### config.mk
export PLATFORM = sky130hd
export DESIGN_NAME = imem_loader
export DESIGN_NICKNAME = d
export VERILOG_FILES = /design/src/rtl/imem_loader.sv
export SDC_FILE = /design/constraint.sdc
export NUM_CORES = 1
export LEC_CHECK = 0
export ABC_AREA = 1
export CAP_MARGIN = 20
export CELL_PAD_IN_SITES_DETAIL_PLACEMENT = 1
export CELL_PAD_IN_SITES_GLOBAL_PLACEMENT = 1
export CORE_MARGIN = 5
export CORE_UTILIZATION = 42
export CTS_BUF_LIST = sky130_fd_sc_hd__clkbuf_8
export DETAILED_ROUTE_END_ITERATION = 8
export PLACE_DENSITY_LB_ADDON = 0.1
export SYNTH_ARGS = -nofsm -noshare
export SYNTH_HDL_FRONTEND = slang
export SYNTH_SLANG_ARGS = --single-unit
### constraint.sdc
create_clock -name clk -period 4.88 [get_ports clk]
set_clock_uncertainty 0.2 [all_clocks]
set_input_delay 0.732 -clock clk [delete_from_list [all_inputs] [get_ports clk]]
set_output_delay 0.732 -clock clk [all_outputs]
set_load 0.005 [all_outputs]
### src/rtl/imem_loader.sv
// Instruction-memory loader: assembles a framed byte stream (LEN, data bytes MSB first,
// XOR checksum) into words written at sequential addresses while holding the CPU.
module imem_loader #(
    parameter int ADDR_W  = 6,
    parameter int DATA_W  = 32,
    parameter int TIMEOUT = 1000
) (
    input  logic              clk,
    input  logic              reset,
    input  logic              start,
    input  logic              byte_valid,
    input  logic [7:0]        byte_data,
    output logic              byte_ready,
    output logic              mem_we,
    output logic [ADDR_W-1:0] mem_addr,
    output logic [DATA_W-1:0] mem_wdata,
    output logic              cpu_hold,
    output logic              done,
    output logic              error,
    output logic [ADDR_W:0]   words
);
    localparam int DEPTH = 1 << ADDR_W;
    localparam int BPW   = DATA_W / 8;
    localparam int BC_W  = (BPW > 1) ? $clog2(BPW) : 1;
    localparam int TO_W  = $clog2(TIMEOUT + 1);

    typedef enum logic [2:0] {
        S_IDLE, S_LEN, S_DATA, S_WRITE, S_CSUM, S_DONE, S_ERR
    } state_t;

    state_t            state_q;
    logic              byte_ready_q, mem_we_q, cpu_hold_q, done_q, error_q;
    logic [ADDR_W-1:0] addr_q;
    logic [DATA_W-1:0] word_q;
    logic [ADDR_W:0]   words_q, n_q;
    logic [7:0]        csum_q;
    logic [BC_W-1:0]   bcnt_q;
    logic [TO_W-1:0]   tmo_q;

    logic              xfer, tmo_hit, len_bad, last_byte, last_word;
    logic [ADDR_W:0]   words_d;
    logic [7:0]        csum_d;
    logic [DATA_W-1:0] word_d;

    assign xfer      = byte_valid && byte_ready_q;
    assign tmo_hit   = (tmo_q == TO_W'(TIMEOUT - 1));
    assign len_bad   = (byte_data == 8'd0) || (int'(byte_data) > DEPTH);
    assign last_byte = (bcnt_q == BC_W'(BPW - 1));
    assign words_d   = words_q + (ADDR_W + 1)'(1);
    assign last_word = (words_d == n_q);
    assign csum_d    = csum_q ^ byte_data;
    assign word_d    = {word_q[DATA_W-9:0], byte_data};

    // All outputs are registered: each branch sets them for the state being entered.
    always_ff @(posedge clk) begin
        if (reset) begin
            state_q      <= S_IDLE;
            byte_ready_q <= 1'b0;
            mem_we_q     <= 1'b0;
            cpu_hold_q   <= 1'b0;
            done_q       <= 1'b0;
            error_q      <= 1'b0;
            addr_q       <= '0;
            word_q       <= '0;
            words_q      <= '0;
            n_q          <= '0;
            csum_q       <= '0;
            bcnt_q       <= '0;
            tmo_q        <= '0;
        end else begin
            mem_we_q <= 1'b0;
            case (state_q)
                S_IDLE, S_DONE, S_ERR: begin
                    if (start) begin
                        state_q      <= S_LEN;
                        byte_ready_q <= 1'b1;
                        cpu_hold_q   <= 1'b1;
                        done_q       <= 1'b0;
                        error_q      <= 1'b0;
                        words_q      <= '0;
                        csum_q       <= '0;
                        addr_q       <= '0;
                        bcnt_q       <= '0;
                        tmo_q        <= '0;
                    end
                end
                S_LEN, S_DATA, S_CSUM: begin
                    // A transfer on the timeout cycle still counts as progress.
                    if (xfer) begin
                        tmo_q <= '0;
                        if (state_q == S_LEN) begin
                            if (len_bad) begin
                                state_q      <= S_ERR;
                                byte_ready_q <= 1'b0;
                                error_q      <= 1'b1;
                            end else begin
                                n_q     <= (ADDR_W + 1)'(byte_data);
                                state_q <= S_DATA;
                            end
                        end else if (state_q == S_DATA) begin
                            word_q <= word_d;
                            csum_q <= csum_d;
                            if (last_byte) begin
                                bcnt_q       <= '0;
                                state_q      <= S_WRITE;
                                byte_ready_q <= 1'b0;
                                mem_we_q     <= 1'b1;
                            end else begin
                                bcnt_q <= bcnt_q + BC_W'(1);
                            end
                        end else if (byte_data == csum_q) begin
                            state_q      <= S_DONE;
                            byte_ready_q <= 1'b0;
                            cpu_hold_q   <= 1'b0;
                            done_q       <= 1'b1;
                        end else begin
                            state_q      <= S_ERR;
                            byte_ready_q <= 1'b0;
                            error_q      <= 1'b1;
                        end
                    end else if (tmo_hit) begin
                        state_q      <= S_ERR;
                        byte_ready_q <= 1'b0;
                        error_q      <= 1'b1;
                    end else begin
                        tmo_q <= tmo_q + TO_W'(1);
                    end
                end
                S_WRITE: begin
                    words_q      <= words_d;
                    byte_ready_q <= 1'b1;
                    // Address holds on the final word so a full-depth load never wraps.
                    if (last_word) begin
                        state_q <= S_CSUM;
                    end else begin
                        state_q <= S_DATA;
                        addr_q  <= addr_q + ADDR_W'(1);
                    end
                end
                default: state_q <= S_IDLE;
            endcase
        end
    end

    assign byte_ready = byte_ready_q;
    assign mem_we     = mem_we_q;
    assign mem_addr   = addr_q;
    assign mem_wdata  = word_q;
    assign cpu_hold   = cpu_hold_q;
    assign done       = done_q;
    assign error      = error_q;
    assign words      = words_q;
endmodule

; Yosys cells after proc, flatten, opt, wreduce, memory -nomap -nowiden
; Index checks and enable logic that the tools add are counted.
[classes]
n_addsub = 4
magnitude_cmp = 1
eq_ne = 23
n_mux = 57
bitwise = 6
reduce_logical = 20
[ops]
columns = operator, count
row1 = two-way mux 8 bit, 4
row2 = two-way mux 10 bit, 3
row3 = two-way mux 3 bit, 8
row4 = two-way mux 1 bit, 23
row5 = one-hot mux 10 bit (2 select lines), 1
row6 = one-hot mux 8 bit (2 select lines), 1
row7 = "inequality test 2 bit, second input constant", 7
row8 = one-hot mux 7 bit (2 select lines), 1
row9 = two-way mux 2 bit, 6
row10 = two-way mux 6 bit, 2
row11 = "inequality test 4 bit, second input constant", 3
row12 = one-hot mux 6 bit (2 select lines), 1
row13 = AND reduction 6 bit, 2
row14 = "adder 10 x 1 -> 10 bit, second input constant", 1
row15 = "equality test 10 bit, second input constant", 1
row16 = AND reduction 5 bit, 2
row17 = "equality test 3 bit, second input constant", 3
row18 = one-hot mux 3 bit (3 select lines), 1
row19 = AND reduction 3 bit, 3
row20 = equality test 8 bit, 1
row21 = "greater-than comparator 8 x 7 -> 1 bit, second input constant", 1
row22 = zero test 8 bit, 1
row23 = AND reduction 4 bit, 2
row24 = XOR 8 bit, 1
row25 = 22 further kinds, 32
[word_totals]
register_bits = 80
inputBits = 12
out_inout_bits = 50

; Longest topological paths before layout
[depth]
word_depth = 6
mapped_depth = 14
depth_no_buf = 14

; Worst setup path before layout
; No wires, ideal clock.
[synth_path]
kind = register -> register
start = register words_q[0] (netlist: words[0])
end = register addr_q[4] (netlist: mem_addr[4])
setup_ps = 112
arrival_time_ps = 1635
slack_ps = 2934
path_stages_with_launch = 13
path_buffers = 0
path_cell_list = dfxtp_1 > ha_1 > nand2_1 > nor2_1 > nand3_1 > nand3_1 > nand2_1 > nor2_1 > nand3_1 > nand2_2 > inv_2 > nor2_1 > nor2_1
[synth_between]
elab_chain_len = 4
[synth_lines]
columns = element, line
row1 = from (decl), 35  ; logic [ADDR_W:0] words_q, n_q;
row2 = from (signal assigned), 130  ; words_q <= words_d;
row3 = adder 7 x 1 -> 7 bit, 49  ; assign words_d = words_q + (ADDR_W + 1)'(1);
row4 = equality test 7 bit, 50  ; assign last_word = (words_d == n_q);
row5 = inequality test 2 bit (no source line), n/a
row6 = AND reduction 3 bit (no source line), n/a
row7 = to (signal assigned), 137  ; addr_q <= addr_q + ADDR_W'(1);
row8 = to (decl), 33  ; logic [ADDR_W-1:0] addr_q;
; No other way between the ends.
; A chain may end at the register's enable or synchronous reset.

; Worst setup path in the final report
[layout_path]
start = input port byte_data[5]
end = register byte_ready_q (netlist: byte_ready)
[layout_between]
elab_chain_len = 4
[layout_lines]
columns = element, line
row1 = from (decl), 12  ; input logic [7:0] byte_data,
row2 = greater-than comparator 8 x 7 -> 1 bit or zero test 8 bit (tied branches), 47  ; assign len_bad = (byte_data == 8'd0) || (int'(byte_data) > DEPTH);
row3 = logical OR 1 bit *, 47
row4 = inequality test 4 bit (no source line) *, n/a
row5 = AND reduction 5 bit (no source line) *, n/a
row6 = to (signal assigned), 58  ; byte_ready_q <= 1'b0;
row7 = to (signal assigned), 76  ; byte_ready_q <= 1'b1;
row8 = to (signal assigned), 94  ; byte_ready_q <= 1'b0;
row9 = to (decl), 32  ; logic byte_ready_q, mem_we_q, cpu_hold_q, done_q, error_q;
; Mark *: on every way between the ends. The rest lies on a longest branch, timed or not.

==> impl.org <==
** Clock tree
- Post-CTS timing repair inserted 0 buffers for setup.
- Clock transition time at the flip-flop clock pins of the worst setup and hold paths :: 0.08 ns
- Buffers inserted to repair hold after CTS numbered 0.
- Clock tree from TritonCTS :: yes
- Skew-Pair Late Insertion Delay :: 0.35 ns
- Root Driver :: sky130_fd_sc_hd__clkbuf_8
- CTS built an H-tree with a depth of 3.
- The clock passes through at most 2 buffers.
- The number of clock buffers added by TritonCTS is 9.
- Clk sinks :: 80
- Gates resized during post-CTS repair numbered 0.

** Timing
- At the pin with the least slew margin, the transition time is 1.09 ns.
- In the final timing run, aggregate negative setup slack is 0 ns.
- The routed design could run at a clock period as short as 2.62 ns.
- After layout, the worst path uses 53.7% of the clock period.
- The number of max-slew violations in the final report is 0.
- The count of endpoints failing hold in the final timing report is 0.
- After layout, the worst setup slack is 2.26 ns.
- Setup repair after global routing left no endpoint under its margin.
- Final setup violation count :: 0
- Timing would allow up to 0.381 GHz.
- Worst slew margin :: a little over a quarter

** Global routing
- First-pass GRT wire length :: 18.1 mm
- For this run the aggregate overflow at the end of global routing stands at 0.
- Antenna violations before repair :: 0
- GRT Resource Usage Total :: 19.8%
- Entering global routing, the biggest net connects 35 pins.
- Vias in the first global route :: 3821

** Die
- Horizontal die dimension :: roughly 100 um
- During I/O placement, the number of pins put on the boundary was 62.
- The die covers 10800 um2.
- Starting utilization of the core area :: 42.8%
- The initialized floorplan defines 34 standard-cell rows.
- CORE AREA :: 8680 um2
- Overall die height :: 104 um

** Worst setup path
- Critical path cell sequence :: clkdlybuf4s50_1 > nor2_1 > nand3_1 > nor2_1 > nor2_1 > nand4_1 > inv_1 > nor2_1 > nand2_1 > nand2_1 > nor2_1
- The setup check on the worst reg-to-reg path leaves a slack of 2.29 ns.
- The slowest stage of the critical path is the sky130_fd_sc_hd__clkdlybuf4s50_1 cell.
- Delay contributed by the slowest stage of the critical path :: 0.57 ns
- Cell family with the largest share of critical-path delay :: simple AND/OR/NAND/NOR gates
- By startpoint and endpoint, the worst setup path is classified as in2reg.
- Startpoint type of the worst setup path :: primary input
- The most numerous cell type found on the critical path is sky130_fd_sc_hd__nor2_1.
- In this run the worst path has a maximum fanout of 14.
- Buffers plus inverters on the worst setup path :: 2
- Element type at the critical path end :: register
- At the worst endpoint, the arrival time is ~2.7 ns.
- Required time of the critical path :: 4.97 ns

** Route
- Using the TritonRoute via totals, the vias-per-cell ratio works out to around 5.
- Final ANT Viol Nets :: 0
- Total number of vias :: 3576
- Number of DRC markers in iteration 0 :: roughly 70
- Detailed-router iteration count before antenna repair :: 4
- DRC violation count after routing :: 0
- Routed WL :: about 11 mm
- In the final routed layout, each cell accounts on average for 15.1 um.

** Synthesis
- Warnings from Yosys :: 0
- Dividing the synthesized area by the synthesized cell count gives 7.03 um2.
- The number of nets handed over by synthesis was between 500 and 600.
- Counting distinct cell types in the post-synthesis netlist gives 31.
- Of the synthesized area, sequential elements account for a little over two fifths.
- After synthesis the netlist holds a flip-flop and latch count of 80.
- Instance count of the mapped netlist :: 529
- In this run the cell area of the synthesized design comes to 3720 um2.

** Layout
- The finished layout holds 701 standard cells, fillers aside.
- Relative to the synthesized area, the layout overhead comes to 24.2%.
- The repair_antennas step left the layout with diodes totalling 0.
- Nets :: 604
- Share of post-route cells with drive strength above 1 :: just over 8%

** Placed design
- After legalization and detailed placement, the total HPWL measured 7.64 mm.
- Cell Count Post-Placement :: 685
- At the end of routability-driven placement, the weighted congestion stood at about 0.86.
- Input and output buffers added on the ports amount to 61.
- Worst slack after detailed placement :: 1.88 ns

** Outcome
- Run status :: finished, final reports clean

** Job
- Across the run, the number of max-cap violations was 0.

** Power
- Power density over the cells :: 462 nW/um2
- Summed over all cells, the static leakage comes to 1.94 nW.
- VDD sags by at most 190 uV.

** Hold path
- Class of the tightest hold or removal check :: reg2reg
## registers in the layout (all words and copies together), names as in the netlist
register / flops
csum_q: 8
done: 1
mem_wdata: 32
words: 7
mem_we: 1
bcnt_q: 2
tmo_q: 10
mem_addr: 6
error: 1
byte_ready: 1
cpu_hold: 1
n_q: 7
state_q: 3
## cell usage after synthesis
cell type / count / share of area [%]
sky130_fd_sc_hd__ha_1: 4 / 1.3
sky130_fd_sc_hd__nor2_4: 1 / 0.30
sky130_fd_sc_hd__nand3_2: 1 / 0.27
sky130_fd_sc_hd__inv_2: 5 / 0.50
sky130_fd_sc_hd__dfxtp_1: 80 / 43
sky130_fd_sc_hd__inv_1: 43 / 4.3
sky130_fd_sc_hd__buf_2: 1 / 0.13
sky130_fd_sc_hd__buf_6: 1 / 0.30
sky130_fd_sc_hd__nand4_1: 6 / 1.0
sky130_fd_sc_hd__xnor2_1: 5 / 1.2
sky130_fd_sc_hd__nand2_1: 96 / 9.7
sky130_fd_sc_hd__xor2_1: 9 / 2.1
sky130_fd_sc_hd__a21oi_1: 37 / 5.0
sky130_fd_sc_hd__nand3_1: 39 / 5.2
sky130_fd_sc_hd__nor3_1: 8 / 1.1
sky130_fd_sc_hd__inv_4: 1 / 0.17
sky130_fd_sc_hd__nor2_1: 97 / 9.8
sky130_fd_sc_hd__o21ai_4: 1 / 0.44
sky130_fd_sc_hd__nand2_4: 3 / 0.91
sky130_fd_sc_hd__nor2_2: 6 / 1.0
sky130_fd_sc_hd__nor3b_1: 1 / 0.20
sky130_fd_sc_hd__nand2_2: 5 / 0.84
sky130_fd_sc_hd__a21oi_2: 1 / 0.24
sky130_fd_sc_hd__a31oi_4: 1 / 0.57
sky130_fd_sc_hd__clkbuf_1: 15 / 1.5
sky130_fd_sc_hd__nor3_2: 1 / 0.27
sky130_fd_sc_hd__o211a_1: 1 / 0.27
sky130_fd_sc_hd__nand3b_1: 1 / 0.20
sky130_fd_sc_hd__or2_2: 2 / 0.34
sky130_fd_sc_hd__o21ai_1: 3 / 0.40
sky130_fd_sc_hd__o21ai_0: 54 / 7.3
## cells in the final DEF, fill, tap and decap left out, drive strengths merged, types with 6 or more instances in the layout
cell type and count:
nand3 40, nand2 104, dfxtp 80, inv 49, clkdlybuf4s50 61, nand4 6
clkbuf 9, nor2 104, nor3 9, o21ai 58, xor2 9, a21oi 38
## tightest hold or removal path, stage by stage (launching register included)
cell	delay [ns]
sky130_fd_sc_hd__dfxtp_1	0.32
sky130_fd_sc_hd__inv_1	0.05
sky130_fd_sc_hd__a21oi_1	0.05
## through the flow
stage               util (%)  hold slack, ns  total power (W)  instance area (um2)
global placement        51.0           0.236          0.00163                 4420
CTS                     53.2           0.254          0.00216                 4620
floorplan                  -           0.225          0.00142                 3720
global route            53.2           0.276          0.00230                 4620
detailed placement      51.0           0.241          0.00166                 4420
finish                  53.2           0.252          0.00214                 4620
## power by group
group	internal, W	switching (W)	leakage [nW]	total (W)
Clock	0.000236	0.000252	0.0952	0.000489
Sequential	0.000732	0.0000715	0.648	0.000803
Combinational	0.000294	0.000550	1.20	0.000844
## logic make-up after synthesis
group                    Yosys count  synth area share [%]
AND/OR/NAND/NOR                  267                  31.2
buffers and inverters             66                  6.96
XOR/XNOR                          14                  3.30
flip-flops                        80                  43.1
AO/OA/AOI/OAI                     98                  14.2
adder cells (fa/ha/maj)            4                  1.35
## path summary, 6_finish.rpt
path	start	end	cells after the start
setup / recovery	byte_data[5]	byte_ready$_SDFFE_PP0P_	11
hold / removal	error$_SDFFE_PP0P_	error$_SDFFE_PP0P_	2
setup reg to reg	state_q[0]$_SDFFE_PP0P_	mem_addr[3]$_SDFFE_PP0P_	7
hold reg to reg	error$_SDFFE_PP0P_	error$_SDFFE_PP0P_	2
## cell type report
cell class              instances  area [um2]
fillers                      1135        4060
multi-input cells             383        1860
well taps                     108         135
flip-flops and latches         80        1600
repair buffers                 65         641
clock inverters                 7        72.6
clock buffers                   9         124
inverters                      49         186
## routing by layer
| metal | vias up | global-route usage [%] | part of all wire [%] |
|---|---|---|---|
| met4 | 0 | 6.75 | 1.6 |
| met1 | 1683 | 24.3 | 47 |
| li1 | 1821 | - | - |
| met3 | 14 | 4.72 | 4.3 |
| met2 | 58 | 33.9 | 47 |
| met5 | - | 0 | 0 |
(Power assumes the default switching activity.)
